### config.mk
export PLATFORM = sky130hd
export DESIGN_NAME = wait_state_mem
export DESIGN_NICKNAME = d
export VERILOG_FILES = /design/src/rtl/wait_state_mem.sv
export SDC_FILE = /design/constraint.sdc
export NUM_CORES = 2
export LEC_CHECK = 0
export BUFFER_PORTS_ARGS = -buffer_cell sky130_fd_sc_hd__buf_4
export CELL_PAD_IN_SITES_DETAIL_PLACEMENT = 1
export CELL_PAD_IN_SITES_GLOBAL_PLACEMENT = 1
export CORE_ASPECT_RATIO = 2
export CORE_MARGIN = 2
export CORE_UTILIZATION = 50
export DETAILED_ROUTE_END_ITERATION = 10
export PLACE_DENSITY_LB_ADDON = 0.05
export SYNTH_ARGS = -nofsm -noshare
export SYNTH_HDL_FRONTEND = slang
export SYNTH_SLANG_ARGS = --single-unit
### constraint.sdc
create_clock -name clk -period 11.21 [get_ports clk]
set_input_delay 1.6815 -clock clk [delete_from_list [all_inputs] [get_ports clk]]
set_output_delay 1.6815 -clock clk [all_outputs]
set_load 0.02 [all_outputs]
### src/rtl/wait_state_mem.sv
// Word-organised memory with req/ready handshake and LATENCY wait states.
// Optional WAIT_STATE_MEM_READBACK_EN: write commits return the merged word on rd.
module wait_state_mem #(
  parameter int    DATA_W    = 32,
  parameter int    DEPTH     = 64,
  parameter int    ADDR_W    = 32,
  parameter int    LATENCY   = 2,
  parameter string INIT_FILE = "riscvtest.txt"
) (
  input  logic                clk,
  input  logic                reset,
  input  logic                req,
  input  logic                we,
  input  logic [ADDR_W-1:0]   a,
  input  logic [DATA_W-1:0]   wd,
  input  logic [DATA_W/8-1:0] be,
  output logic                ready,
  output logic [DATA_W-1:0]   rd,
  output logic                busy,
  output logic                err
);

  localparam int NB  = DATA_W / 8;
  localparam int OFF = (NB > 1) ? $clog2(NB) : 0;
  localparam int IW  = (DEPTH > 1) ? $clog2(DEPTH) : 1;

  // state | meaning
  // IDLE  | ready for a request, busy=0
  // WAIT  | access latched, counting down wait states
  // RESP  | ready pulse, rd/err valid
  typedef enum logic [1:0] {IDLE, WAIT, RESP} state_t;

  state_t            state;
  logic [3:0]        cnt;
  logic [ADDR_W-1:0] a_q;
  logic              we_q;
  logic [DATA_W-1:0] wd_q;
  logic [NB-1:0]     be_q;

  logic [DATA_W-1:0] mem [DEPTH];

  // In IDLE the live inputs feed the commit so LATENCY=1 can commit on the accept edge.
  logic [ADDR_W-1:0] cmd_a;
  logic              cmd_we;
  logic [DATA_W-1:0] cmd_wd;
  logic [NB-1:0]     cmd_be;
  logic [ADDR_W-1:0] idx;
  logic [IW-1:0]     word_idx;
  logic              oor;
  logic              commit;
  logic [DATA_W-1:0] old_word;
  logic [DATA_W-1:0] merged;

  assign cmd_a    = (state == IDLE) ? a  : a_q;
  assign cmd_we   = (state == IDLE) ? we : we_q;
  assign cmd_wd   = (state == IDLE) ? wd : wd_q;
  assign cmd_be   = (state == IDLE) ? be : be_q;
  assign idx      = cmd_a >> OFF;
  assign word_idx = idx[IW-1:0];
  assign oor      = (idx >= ADDR_W'(DEPTH));
  assign commit   = ((state == IDLE) && req && (LATENCY == 1)) ||
                    ((state == WAIT) && (cnt == 4'd1));
  assign old_word = mem[word_idx];

  always_comb begin
    merged = old_word;
    for (int i = 0; i < NB; i++) begin
      if (cmd_be[i]) merged[8*i +: 8] = cmd_wd[8*i +: 8];
    end
  end

  always_ff @(posedge clk) begin
    if (!reset && commit && cmd_we && !oor) mem[word_idx] <= merged;
  end

  always_ff @(posedge clk) begin
    if (reset) begin
      state <= IDLE;
      cnt   <= 4'd0;
      ready <= 1'b0;
      busy  <= 1'b0;
      rd    <= '0;
      err   <= 1'b0;
      a_q   <= '0;
      we_q  <= 1'b0;
      wd_q  <= '0;
      be_q  <= '0;
    end else begin
      ready <= 1'b0;
      case (state)
        IDLE: begin
          if (req) begin
            a_q  <= a;
            we_q <= we;
            wd_q <= wd;
            be_q <= be;
            busy <= 1'b1;
            if (LATENCY == 1) begin
              state <= RESP;
              ready <= 1'b1;
            end else begin
              state <= WAIT;
              cnt   <= 4'(LATENCY - 1);
            end
          end
        end
        WAIT: begin
          cnt <= cnt - 4'd1;
          if (cnt == 4'd1) begin
            state <= RESP;
            ready <= 1'b1;
          end
        end
        RESP: begin
          state <= IDLE;
          busy  <= 1'b0;
        end
        default: begin
          state <= IDLE;
          busy  <= 1'b0;
        end
      endcase

      if (commit) begin
        if (oor) begin
          rd  <= '0;
          err <= 1'b1;
        end else begin
          err <= 1'b0;
          if (!cmd_we) begin
            rd <= old_word;
          end else begin
`ifdef WAIT_STATE_MEM_READBACK_EN
            rd <= merged;
`else
            rd <= rd;
`endif
          end
        end
      end
    end
  end

endmodule

Word-level counts from Yosys, hierarchy flattened
Memory sizes are Yosys's and may differ from the RTL's.
Index checks and enable logic that the tools add are counted.
{ "word_totals": {"ramBits": 2048, "out_inout_bits": 35, "word_cells": 54, "reg_bits": 110, "inputBits": 72, "memories": 1} }
{ "memory_table": {"columns": ["memory", "depth", "word_bits", "read_ports", "rd_clocked_by_memory_dff", "wr", "line_no", "rtl"], "rows": [
  ["mem", 64, 32, 1, 0, 1, "40", "logic [DATA_W-1:0] mem [DEPTH];"]
]} }
{ "op_classes": {"add_sub_neg": 1, "n_reduce_logical": 14, "bitwise": 1, "n_eq_ne": 5, "magnitude_cmp": 1, "n_mux": 21} }
{ "op_table": {"columns": ["cell", "n"], "rows": [
  ["32-bit 2-to-1 mux", 4],
  ["8-bit 2-to-1 mux", 4],
  ["30-bit by 7-bit greater-or-equal comparator with 1-bit output (second input constant)", 1],
  ["2-bit AND reduction", 5],
  ["4-bit 2-to-1 mux", 2],
  ["4-bit case mux with 2 select lines", 1],
  ["1-bit 2-to-1 mux", 6],
  ["4-bit by 1-bit == test with 1-bit output (second input constant)", 1],
  ["1-bit logical AND", 4],
  ["2-bit 2-to-1 mux", 2],
  ["2-bit by 1-bit != test with 1-bit output (second input constant)", 2],
  ["2-bit case mux with 2 select lines", 1],
  ["4-bit by 1-bit subtractor with 4-bit output (second input constant)", 1],
  ["2-bit by 1-bit == test with 1-bit output (second input constant)", 1],
  ["1-bit zero test", 2],
  ["2-bit zero test", 1],
  ["2-bit != test (second input constant)", 1],
  ["1-bit case mux with 2 select lines", 1],
  ["2-bit nonzero test", 1],
  ["2-bit OR reduction", 1],
  ["1-bit inverter", 1]
]} }

Depth between registers and ports, before layout
{ "logic_depth": {"depth_word": 7, "depth_mapped": 14, "depth_no_buf": 8} }

Least setup slack after synthesis
OpenSTA, ideal clock, no wires.
{ "synth_timing": {"path_type": "input-to-reg", "from": "in a[2]", "to": "mem mem[0][14], data pin", "required_time_ns": 10.528, "setup_time_ns": 0.682, "path_slack_ns": 4.627, "arrival_time_ns": 5.901, "path_stages": 10, "path_cell_list": "or3b_1 buf_2 nand2_4 buf_2 buf_2 buf_1 o221ai_1 o2111ai_1 a2111oi_2 nor3_1"} }
{ "synth_between": {"elab_chain_len": 3} }
{ "synth_lines": {"columns": ["element", "line_no", "rtl"], "rows": [
  ["from (decl)", "14", "input logic [ADDR_W-1:0] a,"],
  ["32-bit 2-to-1 mux", "54", "assign cmd_a = (state == IDLE) ? a : a_q;"],
  ["memory 64 x 32 bit", null, null],
  ["8-bit 2-to-1 mux", "68", "if (cmd_be[i]) merged[8*i +: 8] = cmd_wd[8*i +: 8];"],
  ["net merged[14]", "52", "logic [DATA_W-1:0] merged;"],
  ["to (decl)", "40", null]
]} }
The timed path passes the listed nets, and every way through them passes these cells.

Final worst setup path
{ "layout_timing": {"from": "in a[2]", "to": "mem mem[53][6], data pin"} }
The elaborated chain is that of the path after synthesis.

==> results list <==
- Post-synthesis cell area: 0.0810 sq mm
* Maximum clock insertion buffer count: 4
- Combinational fraction of design power: 0.133
- Measured along the x axis, the die boundary spans 289 um.
- Vias/cell: 6.98
- For this run, the share of the core covered by cells in the final layout is 0.565.
- Average footprint of a synthesized cell: 15.8 sq um
- Timing would allow up to 144 MHz.
- Once placement completed, the tool counted placed cells totaling 7184.
- Cell internal power was estimated by the tool at 13500 uW.
- In the final timing run, aggregate negative setup slack is 0 ns.
* Standby leakage power: 0.0280 uW
- Worst-path cell chain: buf_4 -> or3b_1 -> nand2_8 -> buf_12 -> nand2_4 -> buf_12 -> o2111ai_1 -> o2111ai_1 -> a2111oi_0 -> nor3_2 -> buf_4
- The worst hold path belongs to the class flop to flop.
- CTS tree: done
- For this design, the sink count on the clock tree is 2156.
* Worst-path fanout max: 85
- Of all flip-flops after synthesis, the portion carrying an async set or reset was 0.
- Final Hold Slack: 0.454 ns
- Post-CTS sizing: 0
* Primary flip-flop cell chosen by synthesis mapping: edfxtp_1
- Flop-to-flop setup slack: 4.65 ns
* Share of post-route cells with drive strength above 1: 0.140
- Setup violations remaining at the end of the flow were counted as 0.
* Global routing met2 resource utilization: 0.626
- The number of global-route vias before repair came to 53532.
* Met3 layer usage reported by global route: 0.0494
- Global routing's busiest layer: met2
- The initial antenna violation count came to 9.
- RSZ-0062 raised after global routing: false
- Standard cell area after detailed placement: 0.0854 sq mm
- Type of element launching the critical path: primary input
* Cts bufs inserted: 192
- Clock period minus final worst setup slack: 6.94 ns
- Met1 capacity usage during global routing: 0.426
- Measured in cells, the most critical reg-to-reg path has a length of 11.
* Count of input and output buffers: 104
- Post-synth EDFFs: 2048
* Data required time of the critical path: 11.68 ns
* Rows: 209
- The finished cells cover 0.0914 sq mm.
* Final Hold Vio Count: 0
* Critical path capture point type: flop
* Starting utilization of the core area: 0.501
* Post-detailed-placement half-perimeter wirelength: 182 mm
- Synthesis produced 5119 cells.
- Placeable core region: 0.162 sq mm
* Maximum VDD drop: 0.159 mV
* Total I/O pin count: 107
- The first detailed-routing pass took 6 iterations.
- Counting every net in the synthesized netlist gives 5193.
- Setup Buffers After CTS: 0
* Worst stage delay on the critical path: 1.15 ns
- The root buffer cell chosen for the clock tree is clkbuf_16.
* Share of the clock period used by the worst path after layout: 0.619
- Fraction of power spent switching nets: 0.267
* P per Cell Area: 202 mW/mm^2
- For this run, the number of standard cells in the final layout without fillers is 7529.
* Net count, final: 5342
- The Yosys step of the flow raised 0 warnings.
* Family of cells with the greatest summed delay on the critical path: compound AO/OA/AOI/OAI gates
- Clock-pin slew was measured on the worst setup and hold paths at 0.07 ns.
- For this run, the register share of the synthesized area comes to 0.786.
- Number of max-slew violations in the final report: 0
- The count of nets left with antenna violations once routing finished came out at 0.
* Max-cap violations: 0
* Pin count of the biggest net entering global routing: 134
- Clock skew: 0.0449 ns
- The first global-routing pass estimated 428 mm of wire.
* Flip-flop and latch count after synthesis: 2156
* Count of buffering cells on the critical path with inverters included: 4
- Among all stages on the critical path, the largest delay is contributed by a2111oi_0.
- Routed vias: 52561
* Arrival time of data at the critical path endpoint: 7.41 ns
* Total wirelength of the detailed-routed design: 313 mm
- Run status: finished, final reports clean
- Clock power share: 0.356
- The die covers 0.165 sq mm.
* Worst-Margin Slew: 1.42 ns
- Dividing the detail-routed wire length by the instance count gives 41.5 um.
- At the later pin of the worst-skew pair, clock insertion delay measures 0.85 ns.
* Synth unique cells: 95
- Number of remaining DRC errors: 0
- CTS Hold Buffers Added: 0
- In this run the tightest slew margin relative to its limit is 0.0468.
* Hold path cells: 2
- Die boundary height: 573 um
* Crit Path Category: primary input to flop
- The critical path runs through a total of 11 cells.
- Count of H-tree levels built during CTS: 4
- Across every metal layer, demand over resource in global routing totals 0.377.
- Area growth, synth to finish: 12.8%
- After global routing the overflow that remains totals 0.
* Switching power summed over all nets: 4930 uW
- Share of total power in sequential cells: 0.511
* Placer's final routability congestion estimate: 0.861
- For this block, the initial DRC count from the detailed router was 5299.
[synth_stat cells, types with 5 or more instances]
cell type	number	area [sq um]
o21ai_1	42	210
buf_4	17	128
a2111oi_0	13	114
o211ai_1	8	60.1
or4b_1	20	200
nand2_1	270	1010
buf_2	188	941
o32ai_1	13	114
o21ai_0	250	1250
inv_1	22	82.6
or4_1	7	52.6
nor2_1	305	1140
or3_1	15	93.8
o22ai_2	6	75.1
o2111ai_1	77	674
o21a_1	12	90.1
o221ai_1	94	823
a32oi_1	5	43.8
o22a_1	67	587
nand2b_1	16	100
nand3_1	46	230
o21ai_2	5	43.8
a21oi_1	92	460
o21bai_1	22	165
a211oi_1	22	165
o31ai_1	37	278
mux2i_1	12	120
nand4_1	58	363
o22ai_1	631	3950
dfxtp_1	108	2160
a31oi_1	21	131
clkbuf_1	105	394
a22oi_1	8	60.1
edfxtp_1	2048	61500
o221a_2	15	169
buf_6	26	293
nor4_1	42	263
buf_1	20	75.1
nor3b_1	16	120
a2111oi_2	5	75.1
nor3_1	224	1120
[layout by cell type, fill, tap and decap left out, drive strengths merged, types with 24 or more instances in the layout]
| cell | netlist | routed |
|---|---|---|
| edfxtp | 2048 | 2048 |
| o22ai | 638 | 638 |
| buf | 251 | 311 |
| nor2 | 311 | 311 |
| o21ai | 297 | 297 |
| nand2 | 273 | 273 |
| clkbuf | 105 | 244 |
| nor3 | 224 | 224 |
| dfxtp | 108 | 108 |
| o221ai | 96 | 96 |
| a21oi | 92 | 92 |
| o2111ai | 77 | 77 |
| clkinv | 1 | 71 |
| o22a | 67 | 67 |
| nand4 | 58 | 58 |
| nand3 | 46 | 46 |
| nor4 | 42 | 42 |
| o31ai | 39 | 39 |
| inv | 22 | 25 |
| or4b | 24 | 24 |
[power by group through the flow]
stage	Combinational [uW]	Sequential, uW	Clock [uW]
floorplan	1170	9640	0
global placement	2340	9590	0
detailed placement	2410	9600	0
CTS	2410	9420	6600
global route	2520	9420	6850
finish	2450	9420	6560
[state kept, by name, summed over array words and instances, names as in the netlist]
register	cells
cnt	4
ready	1
busy	1
be_q	4
state	2
mem	2048
rd	32
a_q	30
wd_q	32
we_q	1
err	1
[worst register-to-register path, cell delays in order, from the launching register on]
cell,delay (ns)
dfxtp_1,0.37
buf_4,0.24
or3b_1,0.60
nand2_8,0.40
buf_12,0.52
nand2_4,0.56
buf_12,0.40
o2111ai_1,1.01
o2111ai_1,0.42
a2111oi_0,1.15
nor3_2,0.11
buf_4,0.37
[final timing paths]
check | from | to
setup / recovery | a[2] | mem[53][6]$_DFFE_PP_
hold / removal | rd[5]$_SDFFE_PP0P_ | rd[5]$_SDFFE_PP0P_
setup reg to reg | state[0]$_SDFFE_PP0P_ | mem[53][6]$_DFFE_PP_
hold reg to reg | rd[5]$_SDFFE_PP0P_ | rd[5]$_SDFFE_PP0P_
[logic make-up (layout without fill, tap and decap cells)]
logic type | after synthesis | count (layout) | synth area share
compound gates | 1507 | 1507 | 0.126
fa+ha+maj | 2 | 2 | 0.000309
other cells | 0 | 3 | 0
flops | 2156 | 2156 | 0.786
mux | 15 | 15 | 0.00190
buf+inv | 379 | 676 | 0.0237
simple gates | 1060 | 1060 | 0.0626
[metal layers]
metal	up-vias	part of all wire
li1	21122	-
met1	27851	0.33
met2	2707	0.49
met3	881	0.067
met4	0	0.11
met5	-	0
[area by class of cell]
class,instances,area (sq um)
clock inverter,98,871
timing repair buffer,311,2540
clock buffer,244,5150
sequential,2156,63700
antenna,3,7.51
tap,2110,2640
fill,14850,70200
multi-input combinational,2584,16400
inverter,23,86.3
[through the flow]
stage | worst slack, ns | total power (uW)
final | 4.27 | 18400
after global routing | 4.47 | 18800
after detailed placement | 3.64 | 12000
after global placement | 3.69 | 11900
after floorplan | 4.63 | 10800
after CTS | 4.52 | 18400
No activity file was read; power rests on OpenSTA's default activity.
